## src/rtl/atributos_pkg.sv

```systemverilog
// Shared defaults for the virtual-pet attribute manager: thresholds, step sizes,
// saturation ceiling, attribute indices and the prescaler width helper.
package atributos_pkg;

    typedef enum int {
        FOME       = 0,
        FELICIDADE = 1,
        SONO       = 2
    } indice_atrib_e;

    localparam int N_ATRIB_PAD       = 3;
    localparam int LARGURA_PAD       = 8;
    localparam int MAX_VALOR_PAD     = 100;
    localparam int DIV_TICK_PAD      = 256;
    localparam int VEL_SUBIDA_PAD    = 7;
    localparam int VEL_DESCIDA_PAD   = 1;
    localparam int LIMIAR_MORTE_PAD  = 10;
    localparam int LIMIAR_ALERTA_PAD = 25;

    // A divide-by-one prescaler still needs one bit to exist.
    function automatic int largura_presc(input int div);
        return (div > 1) ? $clog2(div) : 1;
    endfunction

endpackage

```

## src/rtl/atributo_saturado.sv

```systemverilog
// One attribute: a saturating register that rises, holds or decays on each update,
// with a registered alert flag and a combinational death-threshold flag on the new value.
module atributo_saturado #(
    parameter int                 LARGURA       = 8,
    parameter int                 MAX_VALOR     = 100,
    parameter int                 VEL_SUBIDA    = 7,
    parameter int                 VEL_DESCIDA   = 1,
    parameter int                 LIMIAR_MORTE  = 10,
    parameter int                 LIMIAR_ALERTA = 25,
    parameter logic [LARGURA-1:0] VALOR_INICIAL = '0
) (
    input  logic               clk,
    input  logic               rst_n,
    input  logic               atualiza,
    input  logic               sobe,
    input  logic               congela,
    output logic [LARGURA-1:0] valor,
    output logic               alerta,
    output logic               critico
);

    localparam logic [LARGURA:0] MAX_EXT    = (LARGURA+1)'(MAX_VALOR);
    localparam logic [LARGURA:0] SUB_EXT    = (LARGURA+1)'(VEL_SUBIDA);
    localparam logic [LARGURA:0] DESC_EXT   = (LARGURA+1)'(VEL_DESCIDA);
    localparam logic [LARGURA:0] MORTE_EXT  = (LARGURA+1)'(LIMIAR_MORTE);
    localparam logic [LARGURA:0] ALERTA_EXT = (LARGURA+1)'(LIMIAR_ALERTA);

    logic [LARGURA-1:0] valor_reg;
    logic               alerta_reg;
    logic [LARGURA:0]   atual_ext;
    logic [LARGURA:0]   calc_ext;
    logic [LARGURA-1:0] valor_next;

    // One extra bit keeps both bounds free of wrap-around; the result never exceeds MAX_VALOR.
    always_comb begin
        atual_ext = {1'b0, valor_reg};
        calc_ext  = atual_ext;
        if (sobe) begin
            calc_ext = (atual_ext > MAX_EXT - SUB_EXT) ? MAX_EXT : atual_ext + SUB_EXT;
        end else if (!congela) begin
            calc_ext = (atual_ext < DESC_EXT) ? '0 : atual_ext - DESC_EXT;
        end
        valor_next = atualiza ? calc_ext[LARGURA-1:0] : valor_reg;
    end

    always_ff @(posedge clk) begin
        if (!rst_n) begin
            valor_reg  <= VALOR_INICIAL;
            alerta_reg <= ({1'b0, VALOR_INICIAL} <= ALERTA_EXT);
        end else begin
            valor_reg  <= valor_next;
            alerta_reg <= ({1'b0, valor_next} <= ALERTA_EXT);
        end
    end

    assign valor   = valor_reg;
    assign alerta  = alerta_reg;
    assign critico = ({1'b0, valor_next} <= MORTE_EXT);

endmodule

```

## src/rtl/gerenciador_atributos.sv

```systemverilog
// Attribute manager: a tick prescaler drives periodic updates of N saturating
// attributes; any attribute reaching the death threshold freezes everything until reset.
module gerenciador_atributos
    import atributos_pkg::*;
#(
    parameter int                         N_ATRIB       = N_ATRIB_PAD,
    parameter int                         LARGURA       = LARGURA_PAD,
    parameter int                         MAX_VALOR     = MAX_VALOR_PAD,
    parameter int                         DIV_TICK      = DIV_TICK_PAD,
    parameter int                         VEL_SUBIDA    = VEL_SUBIDA_PAD,
    parameter int                         VEL_DESCIDA   = VEL_DESCIDA_PAD,
    parameter int                         LIMIAR_MORTE  = LIMIAR_MORTE_PAD,
    parameter int                         LIMIAR_ALERTA = LIMIAR_ALERTA_PAD,
    parameter logic [N_ATRIB*LARGURA-1:0] VALOR_INICIAL = {8'd50, 8'd70, 8'd80}
) (
    input  logic                         clk,
    input  logic                         rst_n,
    input  logic [N_ATRIB-1:0]           sobe,
    input  logic [N_ATRIB-1:0]           congela,
    input  logic                         pausa,
    output logic [N_ATRIB*LARGURA-1:0]   atributos,
    output logic [N_ATRIB-1:0]           alerta,
    output logic                         tick,
    output logic                         morreu
);

    localparam int             PW        = largura_presc(DIV_TICK);
    localparam logic [PW-1:0]  PRESC_FIM = PW'(DIV_TICK - 1);

    if (MAX_VALOR >= (1 << LARGURA)) begin : g_erro_max
        $error("MAX_VALOR must fit in LARGURA bits");
    end
    if (DIV_TICK < 1) begin : g_erro_div
        $error("DIV_TICK must be at least 1");
    end
    if (VEL_SUBIDA > MAX_VALOR || VEL_DESCIDA > MAX_VALOR) begin : g_erro_vel
        $error("step sizes must not exceed MAX_VALOR");
    end

    logic [PW-1:0]      presc_reg;
    logic               tick_reg;
    logic               morreu_reg;
    logic               qualifica;
    logic [N_ATRIB-1:0] critico;

    assign qualifica = !pausa && !morreu_reg && (presc_reg == PRESC_FIM);

    always_ff @(posedge clk) begin
        if (!rst_n) begin
            presc_reg  <= '0;
            tick_reg   <= 1'b0;
            morreu_reg <= 1'b0;
        end else begin
            tick_reg <= qualifica;
            if (qualifica) begin
                presc_reg  <= '0;
                morreu_reg <= |critico;
            end else if (!pausa && !morreu_reg) begin
                presc_reg <= presc_reg + 1'b1;
            end
        end
    end

    // sobe/congela only matter in the qualifying cycle; the slices ignore them otherwise.
    for (genvar gi = 0; gi < N_ATRIB; gi++) begin : g_atrib
        atributo_saturado #(
            .LARGURA       (LARGURA),
            .MAX_VALOR     (MAX_VALOR),
            .VEL_SUBIDA    (VEL_SUBIDA),
            .VEL_DESCIDA   (VEL_DESCIDA),
            .LIMIAR_MORTE  (LIMIAR_MORTE),
            .LIMIAR_ALERTA (LIMIAR_ALERTA),
            .VALOR_INICIAL (VALOR_INICIAL[gi*LARGURA +: LARGURA])
        ) u_atrib (
            .clk      (clk),
            .rst_n    (rst_n),
            .atualiza (qualifica),
            .sobe     (sobe[gi]),
            .congela  (congela[gi]),
            .valor    (atributos[gi*LARGURA +: LARGURA]),
            .alerta   (alerta[gi]),
            .critico  (critico[gi])
        );
    end

    assign tick   = tick_reg;
    assign morreu = morreu_reg;

endmodule

```

## config.mk

```make
export PLATFORM = sky130hd
export DESIGN_NAME = gerenciador_atributos
export DESIGN_NICKNAME = d
export VERILOG_FILES = /design/src/rtl/atributos_pkg.sv /design/src/rtl/atributo_saturado.sv /design/src/rtl/gerenciador_atributos.sv
export SDC_FILE = /design/constraint.sdc
export NUM_CORES = 1
export LEC_CHECK = 0
export BUFFER_PORTS_ARGS = -buffer_cell sky130_fd_sc_hd__buf_2
export CORE_UTILIZATION = 49
export DETAILED_ROUTE_END_ITERATION = 10
export PLACE_DENSITY = 0.69
export SETUP_SLACK_MARGIN = 0.5
export SYNTH_ARGS = -nofsm -noshare
export SYNTH_HDL_FRONTEND = slang
export SYNTH_HIERARCHICAL = 1
export SYNTH_SLANG_ARGS = --single-unit
```

## constraint.sdc

```tcl
create_clock -name clk -period 4.2 [get_ports clk]
set_input_delay 0.84 -clock clk [delete_from_list [all_inputs] [get_ports clk]]
set_output_delay 0.84 -clock clk [all_outputs]
set_load 0.02 [all_outputs]
```

== Yosys cells after proc, flatten, opt, wreduce, memory -nomap -nowiden ==
Cells that the tools add are included.

* Flip-flop bits (word level): 37
* Input port bits: 9
* Output and inout port bits: 29

* $add $sub $neg: 7
* $lt $le $gt $ge: 12
* Eq/ne operators: 1
* Muxes and demuxes: 15
* Bitwise gates (word level): 1
* Reductions and logical operators: 6

{| class="wikitable"
|+ Operators by type and width
! operator !! number
|-
| 2-to-1 mux 8 bit || 15
|-
| adder 8 x 3 -> 8 bit (second input constant) || 3
|-
| > comparator 8 x 7 -> 1 bit (second input constant) || 3
|-
| less-or-equal comparator 8 x 4 -> 1 bit (second input constant) || 3
|-
| less-or-equal comparator 8 x 5 -> 1 bit (second input constant) || 3
|-
| less-than comparator 8 x 1 -> 1 bit (second input constant) || 3
|-
| subtractor 8 x 1 -> 8 bit (second input constant) || 3
|-
| adder 8 x 1 -> 8 bit (second input constant) || 1
|-
| == test 8 bit (second input constant) || 1
|-
| OR reduction 3 bit || 1
|-
| logical AND 1 bit || 2
|-
| logical NOT 1 bit || 2
|-
| OR reduction 2 bit || 1
|-
| inverter 1 bit || 1
|}

== Longest topological paths before layout ==
Gate-level depths: netlist of run 1.

* Depth after elaboration: 7
* Mapped depth: 13
* Gate-level depth less buffers: 11

== Modules after synthesis ==
The synthesis of run 1 kept the hierarchy.

{| class="wikitable"
|+ By module, submodules not included
! module !! times used !! cells each !! area each (µm²) !! sequential area each (µm²)
|-
| atributo_saturado at g_atrib[2].u_atrib || 1 || 105 || 834.6 || 180.2
|-
| atributo_saturado at g_atrib[1].u_atrib || 1 || 103 || 832.0 || 180.2
|-
| atributo_saturado at g_atrib[0].u_atrib || 1 || 103 || 810.8 || 180.2
|-
| gerenciador_atributos || 1 || 52 || 456.7 || 200.2
|}

== Least setup slack after synthesis of run 1 ==
Ideal clock, no wire load.

* Path type: input -> register
* From: input port pausa
* To: register morreu_reg, in the netlist morreu
* Setup time: 0.116 ns
* Arrival time: 3.694 ns
* Path slack: 0.390 ns
* Stages: 10
* Buffers on the path: 2
* Cell sequence: nand4bb_1 clkbuf_1 nor3_1 clkbuf_1 o21ai_0 a221o_1 nand3_1 a211oi_1 or4_2 o211a_1

* Cells in the longest elaborated chain, start to end: 6

{| class="wikitable"
|+ Ends and longest elaborated chain
! element !! RTL line !! source
|-
| start: declaration || gerenciador_atributos.sv:20 || <nowiki>input logic pausa,</nowiki>
|-
| logical NOT 1 bit || gerenciador_atributos.sv:46 || <nowiki>assign qualifica = !pausa && !morreu_reg && (presc_reg == PRESC_FIM);</nowiki>
|-
| logical AND 1 bit (2 in series) || gerenciador_atributos.sv:46 ||
|-
| named net qualifica || gerenciador_atributos.sv:43 || <nowiki>logic qualifica;</nowiki>
|-
| 2-to-1 mux 8 bit || atributo_saturado.sv:43 || <nowiki>valor_next = atualiza ? calc_ext[LARGURA-1:0] : valor_reg;</nowiki>
|-
| less-or-equal comparator 8 x 4 -> 1 bit || atributo_saturado.sv:58 || <nowiki>assign critico = ({1'b0, valor_next} <= MORTE_EXT);</nowiki>
|-
| named net critico[1] || gerenciador_atributos.sv:44 || <nowiki>logic [N_ATRIB-1:0] critico;</nowiki>
|-
| OR reduction 3 bit || gerenciador_atributos.sv:57 || <nowiki>morreu_reg <= |critico;</nowiki>
|-
| end signal: assignment || gerenciador_atributos.sv:57 ||
|-
| end: declaration || gerenciador_atributos.sv:42 || <nowiki>logic morreu_reg;</nowiki>
|}

The timed path passes the listed nets, and every way through them passes these cells.
A chain may end at the register's enable or synchronous reset.

== Worst setup path in the final report of run 1 ==
Same ends and word-level chain as after synthesis.

==> qor.yml, run 1 <==
synth_area_um2: 2934
largest_reg_flops: 24
num_rows: 27
synth_edf_count: 0
cts_buffer_depth: 2
final_cell_mix: "37 x dfxtp_1, 37 x buf_2, 27 x nand2_1, 27 x nor2_1, 23 x inv_1"
finalSetupViolations: 0
path_cells: "buf_2 -> nand4bb_1 -> nor3_4 -> buf_12 -> nand2_1 -> o41ai_1 -> or3_1 -> a211oi_1 -> or4_2 -> o211a_1"
p_leak_nw: 1.204
ios: 38
worstMarginPinSlew_ns: 0.6783
syn_inst: 363
clock_skew_ns: 0.002918
ys_seq_area_share_pct: 25.25
core_area_um2: 5642
final_max_slew_viol_count: 0
status: "completed"
cts_hold_buf: 0
portBuffers: 37
dieArea_um2: 6301
rr_startpoint: "g_atrib[1].u_atrib/valor[0]$_SDFF_PN0_"
antennaDiodeCount: 0
grt_pass1_vias: 2559
vias: 2939
required_ns: 4.39
grtUsageMet2_pct: 37.24
ant_nets: 0
path_buf_inv: 2
drv_cap: 0
cp.arrival_ns: 3.34
dr.pass1.iters: 4
cp_slowest_stage_delay_ns: 0.61
die_w_um: 79.38
p_per_area_nw_per_um2: 199.0
hpwlAfterDp_mm: 5.287
hold_slack_ns: 0.4990
clock_sinks: 37
hp-class: "reg -> reg"
period_minus_slack_ns: 3.150
cts_tree: "yes"
finalCritPeriodShare_pct: 75.00
area_growth_pct: 9.339
setup_tns_ns: 0
ir_drop_uv: 197.2
timing_worst_setup_path_type: "in -> reg"
async_flop_share_pct: 0
cts_buffers: 5
rr_worst_depth: 10
cts_setup_buffers: 0
start_kind: "input port"
whs_path_depth: 2
root_buffer: "clkbuf_8"
syn_avg_cell_area_um2: 8.083
nets: 408
gp_routability_congestion: 0.9369
path_clk_slew_ns: 0.07
cts_resized: 0
endpoint_kind: "flip-flop"
rsz0062_at_grt: "false"
vias_per_cell: 6.361
timing_hold_violations_final: 0
worstPathMaxFanout: 42
ys.flop_type: "dfxtp_1"
ys_types: 75
synth_fp_nets: 382
cpLargestDelayFamily: "simple AND/OR/NAND/NOR gates"
synth_area_leader_cell: "dfxtp_1"
yosysTopAreaCellShare_pct: 25.25
grt_use_met1_pct: 33.75
drtIter0Drc: 273
yosys-top-cells-area: "dfxtp_1 25%, ha_1 4.3%, o21ai_0 3.8%, nand2_1 3.5%, nor2_1 3.5%"
busiest_layer: "met2"
hold_path_end: "presc_reg[6]$_SDFFE_PP0P_"
drt-total-wl_mm: 7.358
grt_max_degree: 43
grt.total_usage_pct: 24.37
antenna_found_initial: 0
clock.fmax_mhz: 317.5
hp-start: "presc_reg[6]$_SDFFE_PP0P_"
slowest_stage: "or4_2"
reg2reg_slack_ns: 1.12
grt_pass1_wl_mm: 12.19
ys_ff_latch: 37
wire_per_inst_um: 15.93
initial_utilization_pct: 52.01
drc: 0
grt_overflow: 0
slew_headroom_pct: 54.15
h-tree-depth: 2
ys_warn_count: 6
drive_above_1_share_pct: 20.00
clock_latency_ns: 0.29
r2r-end: "morreu$_SDFFE_PN0P_"
startpoint: "pausa"
use_met3_pct: 5.029
die-height_um: 79.38
[synth_stat cells (3+ instances only)]
library cell and count:
dfxtp_1 37, nand2_1 27, nor2_1 27, inv_1 23, o21ai_0 22, a21oi_1 19
nand3_1 12, clkbuf_1 10, ha_1 10, nor3_1 10, a211oi_1 8, nand2b_1 8
nor4_1 8, a31oi_1 7, o211ai_1 7, buf_6 6, a211o_1 5, nand4_1 5
o31ai_1 5, or3_1 5, and2_1 4, nor2b_1 4, nor4b_2 4, xnor2_1 4
a21boi_0 3, a21o_1 3, a22o_1 3, mux2i_1 3, nand4bb_1 3, nor3_2 3
nor3b_1 3, nor4b_1 3, o21ai_1 3, o41ai_1 3, or2_2 3, or4_1 3
or4_4 3
[how the worst max path moves through the flow]
| stage | to | depth (start not counted) | slack, ns |
|---|---|---|---|
| 4_1_cts | morreu$_SDFFE_PN0P_ | 10 | 1.08 |
| 3_5_place_dp | morreu$_SDFFE_PN0P_ | 10 | 0.77 |
| 6_report | morreu$_SDFFE_PN0P_ | 10 | 1.05 |
| 3_3_place_gp | morreu$_SDFFE_PN0P_ | 10 | 0.83 |
| 2_1_floorplan | morreu$_SDFFE_PN0P_ | 10 | 0.69 |
| 5_1_grt | morreu$_SDFFE_PN0P_ | 11 | 0.83 |
[cell type report]
class / instances / area (µm²)
inverters: 23 / 86.33
well taps: 72 / 90.09
clock inverters: 1 / 7.507
flip-flops and latches: 37 / 740.7
fillers: 538 / 2434
repair buffers: 39 / 212.7
clock buffers: 7 / 76.32
multi-input cells: 283 / 1994
[power by group]
| part | internal [mW] | switching [mW] |
|---|---|---|
| sequential | 0.353 | 0.00243 |
| combinational | 0.0117 | 0.0255 |
| clock | 0.117 | 0.128 |
[kinds of logic after synthesis]
family	Yosys count	synth area share [%]
muxes	3	1.023
and+or+nand+nor	149	32.15
xor gates and xnor gates	4	1.194
DFF	37	25.25
adders and majority gates	10	4.264
buffers and inverters	43	7.164
AOI/OAI and AO/OA	117	28.96
[through the flow]
step | power (mW) | area (µm²) | utilization [%] | std cells | worst slack, ns
2_1_floorplan | 0.3863 | 2939 | - | 363 | 0.6950
3_3_place_gp | 0.3995 | 3124 | 55.38 | 454 | 0.8347
3_5_place_dp | 0.4005 | 3124 | 55.38 | 454 | 0.7691
4_1_cts | 0.6441 | 3208 | 56.86 | 462 | 1.080
5_1_grt | 0.6678 | 3208 | 56.86 | 462 | 0.8276
6_report | 0.6383 | 3208 | 56.86 | 462 | 1.050
[per-layer routing]
| layer | part of all wire (%) | up-vias |
|---|---|---|
| met5 | 0 | - |
| met4 | 1.7 | 0 |
| met3 | 4.9 | 18 |
| met2 | 46 | 98 |
| met1 | 47 | 1387 |
| li1 | - | 1436 |
[worst min-delay path, cell delays in order, from the launching register on]
cell,delay (ns)
dfxtp_1,0.32
o21ai_0,0.07
a21oi_1,0.06
No activity file was read; power rests on OpenSTA's default activity.
==> inputs of run 2 (changes only) <==
Settings changed: PLACE_DENSITY 0.69 to 0.72.
Clock period 4.2 ns to 2.8 ns, I/O delays scaled along.
==> qor.yml, run 2 (synthesis results as in run 1) <==
status: "completed"
drv_cap: 0
comb_power_share_pct: 7.4
clock_skew_ns: 0.009145
cp_slowest_stage_delay_ns: 0.42
fill_cells: 417
p_int_mw: 0.7519
design_area_um2: 3971
fin_util_pct: 70.39
required_ns: 3.02
path_buf_inv: 2
antenna_found_initial: 0
cts_buffer_depth: 2
clock.fmax_mhz: 373.1
seqPwrFrac_pct: 54.4
hpwlAfterDp_mm: 5.845
largest_reg_flops: 24
wire_per_inst_um: 17.45
finalCritPeriodShare_pct: 95.71
sw_frac_of_total_pct: 23.46
num_rows: 27
dr.pass1.iters: 5
hp-class: "reg -> reg"
period_minus_slack_ns: 2.680
placed_cell_area_um2: 3420
gp_routability_congestion: 0.9245
grt_overflow: 0
area_growth_pct: 35.35
clockPowerShare_pct: 38.1
whs_path_depth: 2
finalSetupViolations: 0
vias: 3298
timing_hold_violations_final: 0
grt_pass1_vias: 2976
final_max_slew_viol_count: 0
root_buffer: "clkbuf_8"
final_cell_mix: "53 x buf_4, 37 x buf_2, 27 x nor2_1, 27 x dfxtp_1, 24 x nand2_1"
drc: 0
start_kind: "flip-flop"
die_w_um: 79.38
ant_nets: 0
cts_buffers: 5
drt-total-wl_mm: 9.057
final_common_cell: "buf_4"
worst_slack_ns: 0.1201
worst_path_most_repeated_cell: "buf_6"
slowest_stage: "or3_1"
core_area_um2: 5642
rsz0062_at_grt: "true"
reg2reg_slack_ns: 0.12
slew_headroom_pct: 56.88
p_leak_nw: 1.554
multi_input_area_um2: 2287
grt.total_usage_pct: 28.54
p_per_area_nw_per_um2: 247.3
path_clk_slew_ns: 0.07
ios: 38
cpLargestDelayFamily: "simple AND/OR/NAND/NOR gates"
grt_max_degree: 18
h-tree-depth: 2
worstPathMaxFanout: 7
drive_above_1_share_pct: 40.49
portBuffers: 37
cts_tree: "yes"
grt_pass1_wl_mm: 14.41
rr_worst_depth: 13
clock_latency_ns: 0.28
antennaDiodeCount: 0
initial_utilization_pct: 52.01
cp.depth: 13
die-height_um: 79.38
clock_sinks: 37
drtIter0Drc: 316
path_cells: "ha_4 -> nand4bb_4 -> nor3_4 -> buf_6 -> buf_6 -> nand2_4 -> o21ai_2 -> a22o_1 -> o41ai_2 -> or3_1 -> a211oi_2 -> or4_4 -> o211a_1"
dieArea_um2: 6301
ir_drop_uv: 313.8
worstMarginPinSlew_ns: 0.6418
cts_hold_buf: 0
regArea_um2: 755.7
endpoint_kind: "flip-flop"
place_worst_setup_slack_ns: -0.2496
cp.arrival_ns: 2.90
vias_per_cell: 6.355
timing_worst_setup_path_type: "reg -> reg"
nets: 466
switchingPower_mw: 0.2304
run 2: path summary, 6_finish.rpt:
| path | startpoint | endpoint |
|---|---|---|
| max | presc_reg[1]$_SDFFE_PP0P_ | morreu$_SDFFE_PN0P_ |
| min | presc_reg[5]$_SDFFE_PP0P_ | presc_reg[5]$_SDFFE_PP0P_ |
| max reg2reg | presc_reg[1]$_SDFFE_PP0P_ | morreu$_SDFFE_PN0P_ |
| min reg2reg | presc_reg[5]$_SDFFE_PP0P_ | presc_reg[5]$_SDFFE_PP0P_ |
run 2: through the flow:
step                      hold WS (ns)  power (mW)  instances  TNS (ns)
after floorplan                 0.4585      0.5800        363         0
after global placement          0.4698      0.6067        494   -0.1426
after detailed placement        0.4834      0.6083        494   -0.3356
after CTS                       0.4962      0.9901        514         0
after global routing            0.5155       1.024        519  -0.04445
final                           0.4920      0.9823        519         0
run 2: worst min-delay path: stages, from the launching register on:
cell and delay, ns:
dfxtp_2 0.33, o31ai_1 0.06, a21oi_1 0.06
run 2: metal layers:
metal  wire, µm  share of wire (%)  global-route usage, %
met1       3913                 43                  36.95
met2       4452                 49                  49.22
met3        622                6.9                  4.914
met4         68               0.75                  6.364
met5          0                  0                      0
run 2: cell type report:
type / count / area share, %
clock buffers: 7 / 2.174
inverters: 23 / 2.174
multi-input cells: 283 / 57.59
flip-flops and latches: 37 / 19.03
well taps: 72 / 2.268
repair buffers: 97 / 16.76
run 2: what timing repair did:
action / in CTS / in global routing
resized for setup: 48 / 22
buffers inserted: 13 / 5
endpoints found under the setup margin: 5 / 4
pin swaps: 24 / 15
run 2: power groups by stage:
stage                     logic, mW  registers, mW  clock network [mW]
final                        0.0732          0.534               0.375
after CTS                    0.0695          0.534               0.386
after global routing         0.0797          0.535               0.410
after detailed placement     0.0624          0.546                   0
after floorplan              0.0348          0.545                   0
after global placement       0.0609          0.546                   0
==> inputs of run 3 (changes only) <==
Settings changed: CTS_CLUSTER_DIAMETER set to 30, HOLD_SLACK_MARGIN set to 0.05, PLACE_DENSITY 0.72 to 0.69.
Clock period 2.8 ns to 2.52 ns, I/O delays scaled along.
==> qor.yml, run 3 (synthesis results as in run 1) <==
drtIter0Drc: 302
path_cells: "inv_1 -> ha_1 -> nand4bb_1 -> o2111ai_2 -> buf_4 -> nor4_4 -> a221o_1 -> nand3_2 -> a211oi_2 -> or4_4 -> o211a_1"
worstMarginPinSlew_ns: 0.6123
finalSetupViolations: 1
start_kind: "flip-flop"
cp_slowest_stage_delay_ns: 0.52
grt_pass1_vias: 3117
antenna_found_initial: 0
ir_drop_uv: 279.1
clock_sinks: 37
rsz0062_at_grt: "true"
drv_cap: 0
drc: 0
design_power_total_mw: 1.231
endpoint_kind: "flip-flop"
dp_cells: 527
vias: 3505
wire_per_inst_um: 18.43
finalCritPeriodShare_pct: 105.8
period_minus_slack_ns: 2.666
cp.arrival_ns: 2.87
cts_buffer_depth: 2
core_area_um2: 5642
slew_headroom_pct: 58.66
fin_util_pct: 79.49
timing_worst_setup_path_type: "reg -> reg"
cts_buffers: 5
grt_overflow: 0
dr.pass1.iters: 7
largest_reg_flops: 24
antennaDiodeCount: 0
final_cells: 552
whs_path_depth: 2
violations: "setup timing"
portBuffers: 37
required_ns: 2.73
initial_utilization_pct: 52.01
gp_routability_congestion: 0.9189
status: "finished with violations"
hpwlAfterDp_mm: 6.052
cts_tree: "yes"
path_buf_inv: 2
vias_per_cell: 6.350
final_cell_mix: "82 x buf_4, 37 x buf_2, 31 x dfxtp_1"
num_rows: 27
path_clk_slew_ns: 0.09
drive_above_1_share_pct: 49.58
cpLargestDelayFamily: "simple AND/OR/NAND/NOR gates"
area_growth_pct: 52.84
nets: 498
timing_hold_violations_final: 0
p_per_area_nw_per_um2: 274.4
die-height_um: 79.38
ios: 38
worst_slack_ns: -0.1462
hp-class: "reg -> reg"
grt_pass1_wl_mm: 14.57
ant_nets: 0
drt-total-wl_mm: 10.18
dieArea_um2: 6301
clock_skew_ns: 0.01052
h-tree-depth: 2
cp.depth: 11
final_max_slew_viol_count: 0
rr_worst_depth: 11
root_buffer: "clkbuf_8"
grt_max_degree: 18
clock.fmax_mhz: 375.1
slowest_stage: "or4_4"
setup_tns_ns: -0.1462
final_common_cell: "buf_4"
worstPathMaxFanout: 3
grt.total_usage_pct: 29.21
die_w_um: 79.38
cts_hold_buf: 0
p_leak_nw: 1.801
hold_slack_ns: 0.4954
clock_latency_ns: 0.30
-- run 3: cell count changes in the layout (fill, tap and decap cells not counted), sizes merged --
cell / previous run / this run
clkbuf: 7 / 6
clkinvlp: 0 / 1
clkinv: 0 / 1
buf: 97 / 128
bufinv: 0 / 1
-- run 3: worst paths after layout --
check                                                            start                         to  slack (ns)
worst min register to register               presc_reg[6]$_SDFFE_PP0P_  presc_reg[6]$_SDFFE_PP0P_        0.50
worst min-delay path                         presc_reg[6]$_SDFFE_PP0P_  presc_reg[6]$_SDFFE_PP0P_        0.50
worst max register to register  g_atrib[1].u_atrib/valor[1]$_SDFF_PN1_        morreu$_SDFFE_PN0P_       -0.15
worst max-delay path            g_atrib[1].u_atrib/valor[1]$_SDFF_PN1_        morreu$_SDFFE_PN0P_       -0.15
-- run 3: tightest hold or removal path: stages, from the launching register on --
cell and delay [ns]:
dfxtp_1 0.32, o21ai_0 0.07, a21oi_1 0.06
-- run 3: final cells by class --
class	instances	area, µm²
Multi-Input combinational cell	283	2484
Fill cell	344	1157
Timing Repair Buffer	129	955.9
Sequential cell	37	748.2
Inverter	23	91.34
Tap cell	72	90.09
Clock buffer	5	68.82
Clock inverter	3	46.29
-- run 3: report_power, final --
group | leakage [nW] | internal, mW | switching (mW)
sequential | 0.302 | 0.589 | 0.00469
combinational | 1.44 | 0.0331 | 0.0556
clock | 0.0543 | 0.297 | 0.251
-- run 3: layer usage --
metal / track usage (%) / wire, µm
met5: 0 / 0
met1: 37.71 / 4227
met3: 4.343 / 670
met4: 11.45 / 355
met2: 48.62 / 4921
-- run 3: metrics by stage --
stage               worst slack (ns)  area [µm²]
floorplan                    -0.2155        3010
global placement             -0.2722        3705
detailed placement           -0.3738        3705
CTS                         -0.03033        4023
global route                 -0.1739        4484
finish                       -0.1462        4484
-- run 3: what timing repair did --
item | CTS | global route
endpoints found under the setup margin | 15 | 25
gates resized for setup | 31 | 76
gates cloned | 1 | 1
buffers inserted | 5 | 10
pin swaps | 10 | 33
